**config.mk**
```make
export PLATFORM = sky130hd
export DESIGN_NAME = sopc_data_bus
export DESIGN_NICKNAME = d
export VERILOG_FILES = /design/src/rtl/sopc_data_bus_pkg.sv /design/src/rtl/sopc_data_bus_addr_decode.sv /design/src/rtl/sopc_data_bus.sv
export SDC_FILE = /design/constraint.sdc
export NUM_CORES = 1
export LEC_CHECK = 0
export CAP_MARGIN = 20
export CORE_ASPECT_RATIO = 0.5
export CORE_MARGIN = 3
export CORE_UTILIZATION = 40
export DETAILED_ROUTE_END_ITERATION = 8
export PLACE_DENSITY_LB_ADDON = 0.2
export SETUP_SLACK_MARGIN = 0.02
export SLEW_MARGIN = 20
export SYNTH_ARGS = -nofsm -noshare
export SYNTH_HDL_FRONTEND = slang
export SYNTH_SLANG_ARGS = --single-unit
```
**constraint.sdc**
```tcl
create_clock -name clk -period 3 [get_ports clk]
set_clock_uncertainty 0.2 [all_clocks]
set_input_delay 0.75 -clock clk [delete_from_list [all_inputs] [get_ports clk]]
set_output_delay 0.75 -clock clk [all_outputs]
set_load 0.005 [all_outputs]
```
**src/rtl/sopc_data_bus_pkg.sv**
```systemverilog
// sopc_data_bus_pkg: shared bus widths, FSM state encoding and index-width helper
package sopc_data_bus_pkg;
   localparam int REG_W = 32;
   localparam int SEL_W = 4;
   typedef enum logic [1:0] {
      BUS_IDLE = 2'd0,
      BUS_BUSY = 2'd1,
      BUS_DONE = 2'd2,
      BUS_ERR  = 2'd3
   } bus_state_t;
   function automatic int idx_width(input int n);
      return (n > 1) ? $clog2(n) : 1;
   endfunction
endpackage

```
**src/rtl/sopc_data_bus_addr_decode.sv**
```systemverilog
// sopc_data_bus_addr_decode: base/mask address decoder, lowest matching slave index wins
// addr in 32; hit out 1 (any slave matched); idx out (index of lowest matching slave)
module sopc_data_bus_addr_decode
   import sopc_data_bus_pkg::*;
#(
   parameter int                      NUM_SLAVES = 2,
   parameter logic [NUM_SLAVES*32-1:0] SLV_BASE   = {32'h1000_0000, 32'h0000_0000},
   parameter logic [NUM_SLAVES*32-1:0] SLV_MASK   = {32'hFFFF_F000, 32'hFFFF_0000},
   parameter int                      IW         = idx_width(NUM_SLAVES)
) (
   input  logic [REG_W-1:0] addr,
   output logic             hit,
   output logic [IW-1:0]    idx
);
   // scanning high to low lets the lowest matching index overwrite the result
   always_comb begin
      hit = 1'b0;
      idx = '0;
      for (int k = NUM_SLAVES - 1; k >= 0; k--)
         if ((addr & SLV_MASK[k*32 +: 32]) == SLV_BASE[k*32 +: 32]) begin
            hit = 1'b1;
            idx = IW'(k);
         end
   end
endmodule

```
**src/rtl/sopc_data_bus.sv**
```systemverilog
// sopc_data_bus: one data master to NUM_SLAVES slaves with decode, ack handshake, stall, timeout and error
// master side: m_ce_i/m_we_i/m_addr_i/m_sel_i/m_data_i in, m_data_o/m_stall_o/m_err_o out
// slave side: s_ce_o (one-hot), s_we_o/s_addr_o/s_sel_o/s_data_o (registered) out, s_data_i/s_ack_i in
module sopc_data_bus
   import sopc_data_bus_pkg::*;
#(
   parameter int                      NUM_SLAVES = 2,
   parameter logic [NUM_SLAVES*32-1:0] SLV_BASE   = {32'h1000_0000, 32'h0000_0000},
   parameter logic [NUM_SLAVES*32-1:0] SLV_MASK   = {32'hFFFF_F000, 32'hFFFF_0000},
   parameter int                      TIMEOUT    = 16
) (
   input  logic                    clk,
   input  logic                    rst,
   input  logic                    m_ce_i,
   input  logic                    m_we_i,
   input  logic [REG_W-1:0]        m_addr_i,
   input  logic [SEL_W-1:0]        m_sel_i,
   input  logic [REG_W-1:0]        m_data_i,
   output logic [REG_W-1:0]        m_data_o,
   output logic                    m_stall_o,
   output logic                    m_err_o,
   output logic [NUM_SLAVES-1:0]   s_ce_o,
   output logic                    s_we_o,
   output logic [REG_W-1:0]        s_addr_o,
   output logic [SEL_W-1:0]        s_sel_o,
   output logic [REG_W-1:0]        s_data_o,
   input  logic [NUM_SLAVES*32-1:0] s_data_i,
   input  logic [NUM_SLAVES-1:0]   s_ack_i
);
   localparam int IW = idx_width(NUM_SLAVES);
   localparam int TW = $clog2(TIMEOUT + 1);
   bus_state_t            st;
   logic [IW-1:0]         idx;
   logic [TW-1:0]         cnt;
   logic                  dec_hit;
   logic [IW-1:0]         dec_idx;
   logic [NUM_SLAVES-1:0] one;
   sopc_data_bus_addr_decode #(
      .NUM_SLAVES(NUM_SLAVES),
      .SLV_BASE  (SLV_BASE),
      .SLV_MASK  (SLV_MASK),
      .IW        (IW)
   ) u_dec (
      .addr(m_addr_i),
      .hit (dec_hit),
      .idx (dec_idx)
   );
   // stall must rise in the request cycle itself so the core never advances past an unfinished access
   always_comb begin
      one       = NUM_SLAVES'(1);
      m_stall_o = (st == BUS_BUSY) || (st == BUS_IDLE && m_ce_i);
      m_err_o   = st == BUS_ERR;
      s_ce_o    = (st == BUS_BUSY) ? one << idx : '0;
   end
   always_ff @(posedge clk) begin
      if (rst) begin
         st       <= BUS_IDLE;
         idx      <= '0;
         cnt      <= '0;
         s_we_o   <= 1'b0;
         s_addr_o <= '0;
         s_sel_o  <= '0;
         s_data_o <= '0;
         m_data_o <= '0;
      end else begin
         case (st)
            BUS_IDLE:
               if (m_ce_i) begin
                  s_we_o   <= m_we_i;
                  s_addr_o <= m_addr_i;
                  s_sel_o  <= m_sel_i;
                  s_data_o <= m_data_i;
                  idx      <= dec_idx;
                  cnt      <= '0;
                  st       <= dec_hit ? BUS_BUSY : BUS_ERR;
                  if (!dec_hit) m_data_o <= '0;
               end
            // ack is tested before the timeout so a last-cycle ack still completes
            BUS_BUSY:
               if (s_ack_i[idx]) begin
                  st       <= BUS_DONE;
                  m_data_o <= s_we_o ? '0 : s_data_i[idx*REG_W +: REG_W];
               end else if (cnt == TW'(TIMEOUT - 1)) begin
                  st       <= BUS_ERR;
                  m_data_o <= '0;
               end else
                  cnt <= cnt + 1'b1;
            BUS_DONE: st <= BUS_IDLE;
            BUS_ERR:  st <= BUS_IDLE;
         endcase
      end
   end
endmodule
```
Yosys cells after proc, flatten, opt, wreduce, memory -nomap -nowiden --
Cells that the tools add are included.
Word-level totals: output and inout port bits 105, memories kept 0, bits in writable memories 0, input port bits 138, bits in registers 109, bits in latches 0, ROM bits 0
Operators by class: div/mod/pow operators 0, equality and inequality tests 10, add/subtract/negate cells 1, multipliers 0, reductions and logical operators 10, bitwise gates (word level) 0, multiplexer cells 21, shift operators 2, order comparisons 1
Operator list (number):
- 2-to-1 mux 32 bit | 5
- one-hot mux 32 bit (2 select lines) | 1
- indexed part select 64 x 7 -> 32 bit | 1
- zero test 32 bit | 1
- equality test 20 x 17 -> 1 bit, second input constant | 1
- 2-to-1 mux 5 bit | 3
- 2-to-1 mux 2 bit | 5
- one-hot mux 5 bit (2 select lines) | 1
- != test 2 bit, second input constant | 4
- AND reduction 4 bit | 2
- one-hot mux 2 bit (3 select lines) | 1
- adder 5 x 1 -> 5 bit, second input constant | 1
- equality test 5 x 4 -> 1 bit, second input constant | 1
- 2-to-1 mux 1 bit | 5
- equality test 2 bit, second input constant | 2
- AND reduction 2 bit | 2
- != test 3 x 1 -> 1 bit, second input constant | 1
- equality test 2 x 1 -> 1 bit, second input constant | 1
- zero test 2 bit | 1
- < comparator 1 x 2 -> 1 bit, second input constant | 1
- nonzero test 2 bit | 1
- OR reduction 2 bit | 1
- << shifter 1 x 1 -> 2 bit, first input constant | 1
- logical AND 1 bit | 1
- logical OR 1 bit | 1

Depth between registers and ports, before layout --
depth after elaboration 6, mapped depth 8, gate-level depth less buffers 7

Hierarchy --
Synthesis repeated with hierarchy kept, for this count alone.
Second synthesis, totals: cell total of the unflattened synthesis 475, area total of the unflattened synthesis 4361.7 µm²
Modules (own cells, without submodules):
- sopc_data_bus | area each 4309.1 µm², times used 1, cells an instance 466, seq. area each 2182.1 µm²
- sopc_data_bus_addr_decode | area each 52.6 µm², times used 1, cells an instance 9, seq. area each 0.0 µm²

Worst setup path before layout --
OpenSTA, ideal clock, no wires.
path kind input-to-reg, start point input port m_addr_i[12], end point register m_data_o[24], data required time 2.726 ns, setup slack 0.757 ns, cell stages on the path 5, arrival 1.969 ns, path buffers 1, setup time 0.074 ns, cells stage by stage or4_1 -> a21oi_2 -> buf_2 -> a211oi_1 -> nor3_2
On the way: word-level cells in the longest chain between the ends 5
RTL lines:
- start: declaration | line sopc_data_bus.sv:16 | input logic [REG_W-1:0] m_addr_i,
- equality test 20 x 17 -> 1 bit | line sopc_data_bus_addr_decode.sv:20 | if ((addr & SLV_MASK[k*32 +: 32]) == SLV_BASE[k*32 +: 32]) begin
- 2-to-1 mux 1 bit (2 in a row) | line sopc_data_bus_addr_decode.sv:20
- != test 2 bit (no line)
- AND reduction 4 bit (no line)
- end signal: assignment | line sopc_data_bus.sv:82 | m_data_o <= s_we_o ? '0 : s_data_i[idx*REG_W +: REG_W];
- end: declaration | line sopc_data_bus.sv:19 | output logic [REG_W-1:0] m_data_o,
No other way between the ends. A chain may end at the register's enable or synchronous reset.

Worst setup path in the final report --
start point input port m_ce_i, end point output port m_stall_o
On the way: word-level cells in the longest chain between the ends 2
RTL lines:
- start: declaration | line sopc_data_bus.sv:14 | input logic m_ce_i,
- logical AND 1 bit | line sopc_data_bus.sv:51 | m_stall_o = (st == BUS_BUSY) || (st == BUS_IDLE && m_ce_i);
- logical OR 1 bit | line sopc_data_bus.sv:51
- end: declaration | line sopc_data_bus.sv:20 | output logic m_stall_o,
No other way between the ends.

==> metrics.txt <==
count of final hold-check violations=0; CTS Root Cell=clkbuf_16; first-pass GRT wire length=between 20000 and 25000 µm; average wire per standard cell=14.9 µm; global-route usage over all layers=19.7%; leakage=2.77 nW; Power Dens Cells=approximately 440 nW/µm²; status=finished clean; commonest non-fill, non-tap cells in the layout=clkdlybuf4s50_1, nand2_1, dfxtp_1; Final Critical Period=between 2000 and 3000 ps; Syn Inst Count=~580; hold buffers post-CTS=0; CTS clock-pin slew for the worst setup and hold paths=70 ps; final std cells w/o fill=around 970; top post-synthesis cells by area=dfxtp_1, nand2_1, nor3_4, a21oi_1, mux2i_1; number of synthesized register bits=109; routability cong.=around 0.75; clk buf depth=2; most common library cell in the layout ignoring fill and taps=clkdlybuf4s50_1; hpwl dp=roughly 10000 µm; CP max stage cell=clkdlybuf4s50_1; Synth Area per Inst=8.91 µm²; Startpoint Class=primary input; clk_lat worst skew=between 300 and 400 ps; Crit path required time=just over 2000 ps; # rows=28; delay-heaviest family, CP=buffers and inverters; Setup TNS Final=0 ps; Via density=just under 5; post-synth top area share=42.5%; Most common cell on crit path=clkdlybuf4s50_1; total gr overflow=0; Post-synth EDFFs=0; Power Total=approximately 3.6 mW; count of final setup violators=0; IO Pins=roughly 240; Yosys warnings=0; Max Slew Vio Count=0; Fillers=1048; dpl cells=950; NumNets Final=around 940; Syn-to-layout area delta=56.1%; initial antenna violation count=0; drt first pass iters=5; PnR worst setup slack=143 ps; path type of the worst setup path=in -> out; syn nets=around 700; Yosys top cell by area=dfxtp_1; DP Area=roughly 7700 µm²; Slew @ Worst Pin=around 900 ps; mapped cell area=5130 µm²; register area share after synthesis=around 43%; worst min path class=reg -> reg; Rel. slew slack=40.8%; number of port buffers=242; crit-path max cell delay=about 510 ps; DRC=0; CTS tree=done; overall routed net length=about 14000 µm; starting density of the core=between 40% and 50%; most used flip-flop cell after synthesis=dfxtp_1; # clock sinks=109; Post-synth ARST share=0%; Antenna diodes=0; die area=~14000 µm²; vias in the first global route=about 4800; Max-Cap Viols=0; Worst Path Buf+Inv=3; worst-path cell chain=clkdlybuf4s50_1, o21bai_1, inv_1, clkdlybuf4s50_1; Worst VDD drop=0.350 mV; Die H=about 86 µm; Post-CTS Setup Repair Bufs=0; core area=12200 µm²; Resized cells post-CTS=0; via count=between 4000 and 5000; CTS HTree Levels=3; layout cells sized above 1=between 10% and 20%; Yosys cell types=35; Max Clock Freq=around 350 MHz; Die X-Extent=166 µm; maximum fanout along the worst path=3; RSZ-0062 raised after global routing=false; final worst-path cycle share=95.2%; CP arrival=around 1900 ps; TritonCTS Buffers=9; largest net degree at the start of global routing=73; post-route cell area=8010 µm²; Critical Path End Type=output port; Post-Place Worst Slack=about 140 ps; post-route ant nets=0; drt initial violations=212
-- metrics by stage --
stage | hold WS, ps | utilization [%]
floorplan | 232 | -
global placement | 240 | 63.3
detailed placement | 246 | 63.3
CTS | 256 | 65.9
global route | 275 | 65.9
finish | 254 | 65.9
-- flip-flops by register name (all words and copies together) (netlist names) --
name      flops
s_sel_o       4
s_addr_o     32
idx           1
m_data_o     32
s_we_o        1
st            2
cnt           5
s_data_o     32
-- power breakdown --
part / switching (mW) / internal [mW] / leakage [nW]
clock network: 0.532 / 0.737 / 0.154
registers: 0.0385 / 1.52 / 0.889
logic: 0.332 / 0.394 / 1.72
total: 0.903 / 2.65 / 2.77
-- synth_stat cells (3+ instances only) --
cell type	count
mux2i_1	33
nor3_4	30
nand3_1	3
nand2_1	143
nor3_1	8
buf_2	9
dfxtp_1	109
buf_12	3
nor3_2	30
inv_1	4
a211oi_1	32
nor2_1	36
nor4_1	3
clkbuf_1	29
buf_6	4
a21oi_1	75
-- routing by layer --
metal  routed length, µm  vias up  GRT usage [%]
li1                    -     2419              -
met1                6170     2204           23.5
met2                7030      132           34.9
met3                1020        8           7.09
met4                 124        0           3.59
met5                   0        -              0
-- logic make-up (layout without fill, tap and decap cells) --
group	Yosys count	in the layout	synth area share [%]
AOI/OAI and AO/OA	111	111	12.6
xor gates and xnor gates	2	2	0.341
adders and majority gates	2	2	0.487
buffers and inverters	53	278	5.78
DFF	109	109	42.5
muxes	33	33	6.43
and+or+nand+nor	266	266	31.8
-- worst reg2reg max path, delay by kind of cell (launching register included) --
kind                       cells  cell delay, ps
buffers and inverters          1             320
adders and majority gates      2             400
DFF                            1             330
and+or+nand+nor                3             660
AOI/OAI and AO/OA              2             310
-- area by class of cell --
class / count / area (µm²) / area share [%]
multi-input combinational: 414 / 2680 / 33.4
timing repair buffer: 258 / 2620 / 32.6
sequential: 109 / 2180 / 27.2
clock buffer: 11 / 233 / 2.90
tap: 165 / 206 / 2.58
clock inverter: 5 / 82.6 / 1.03
inverter: 4 / 15.0 / 0.187
-- final timing paths --
| path | start | to | slack [ps] | cells after the start |
|---|---|---|---|---|
| min reg2reg | s_data_o[15] | s_data_o[15] | 250 | 2 |
| min | s_data_o[15] | s_data_o[15] | 250 | 2 |
| max | m_ce_i | m_stall_o | 140 | 4 |
| max reg2reg | cnt[0] | m_data_o[29] | 710 | 8 |
No activity file was read; power rests on OpenSTA's default activity.
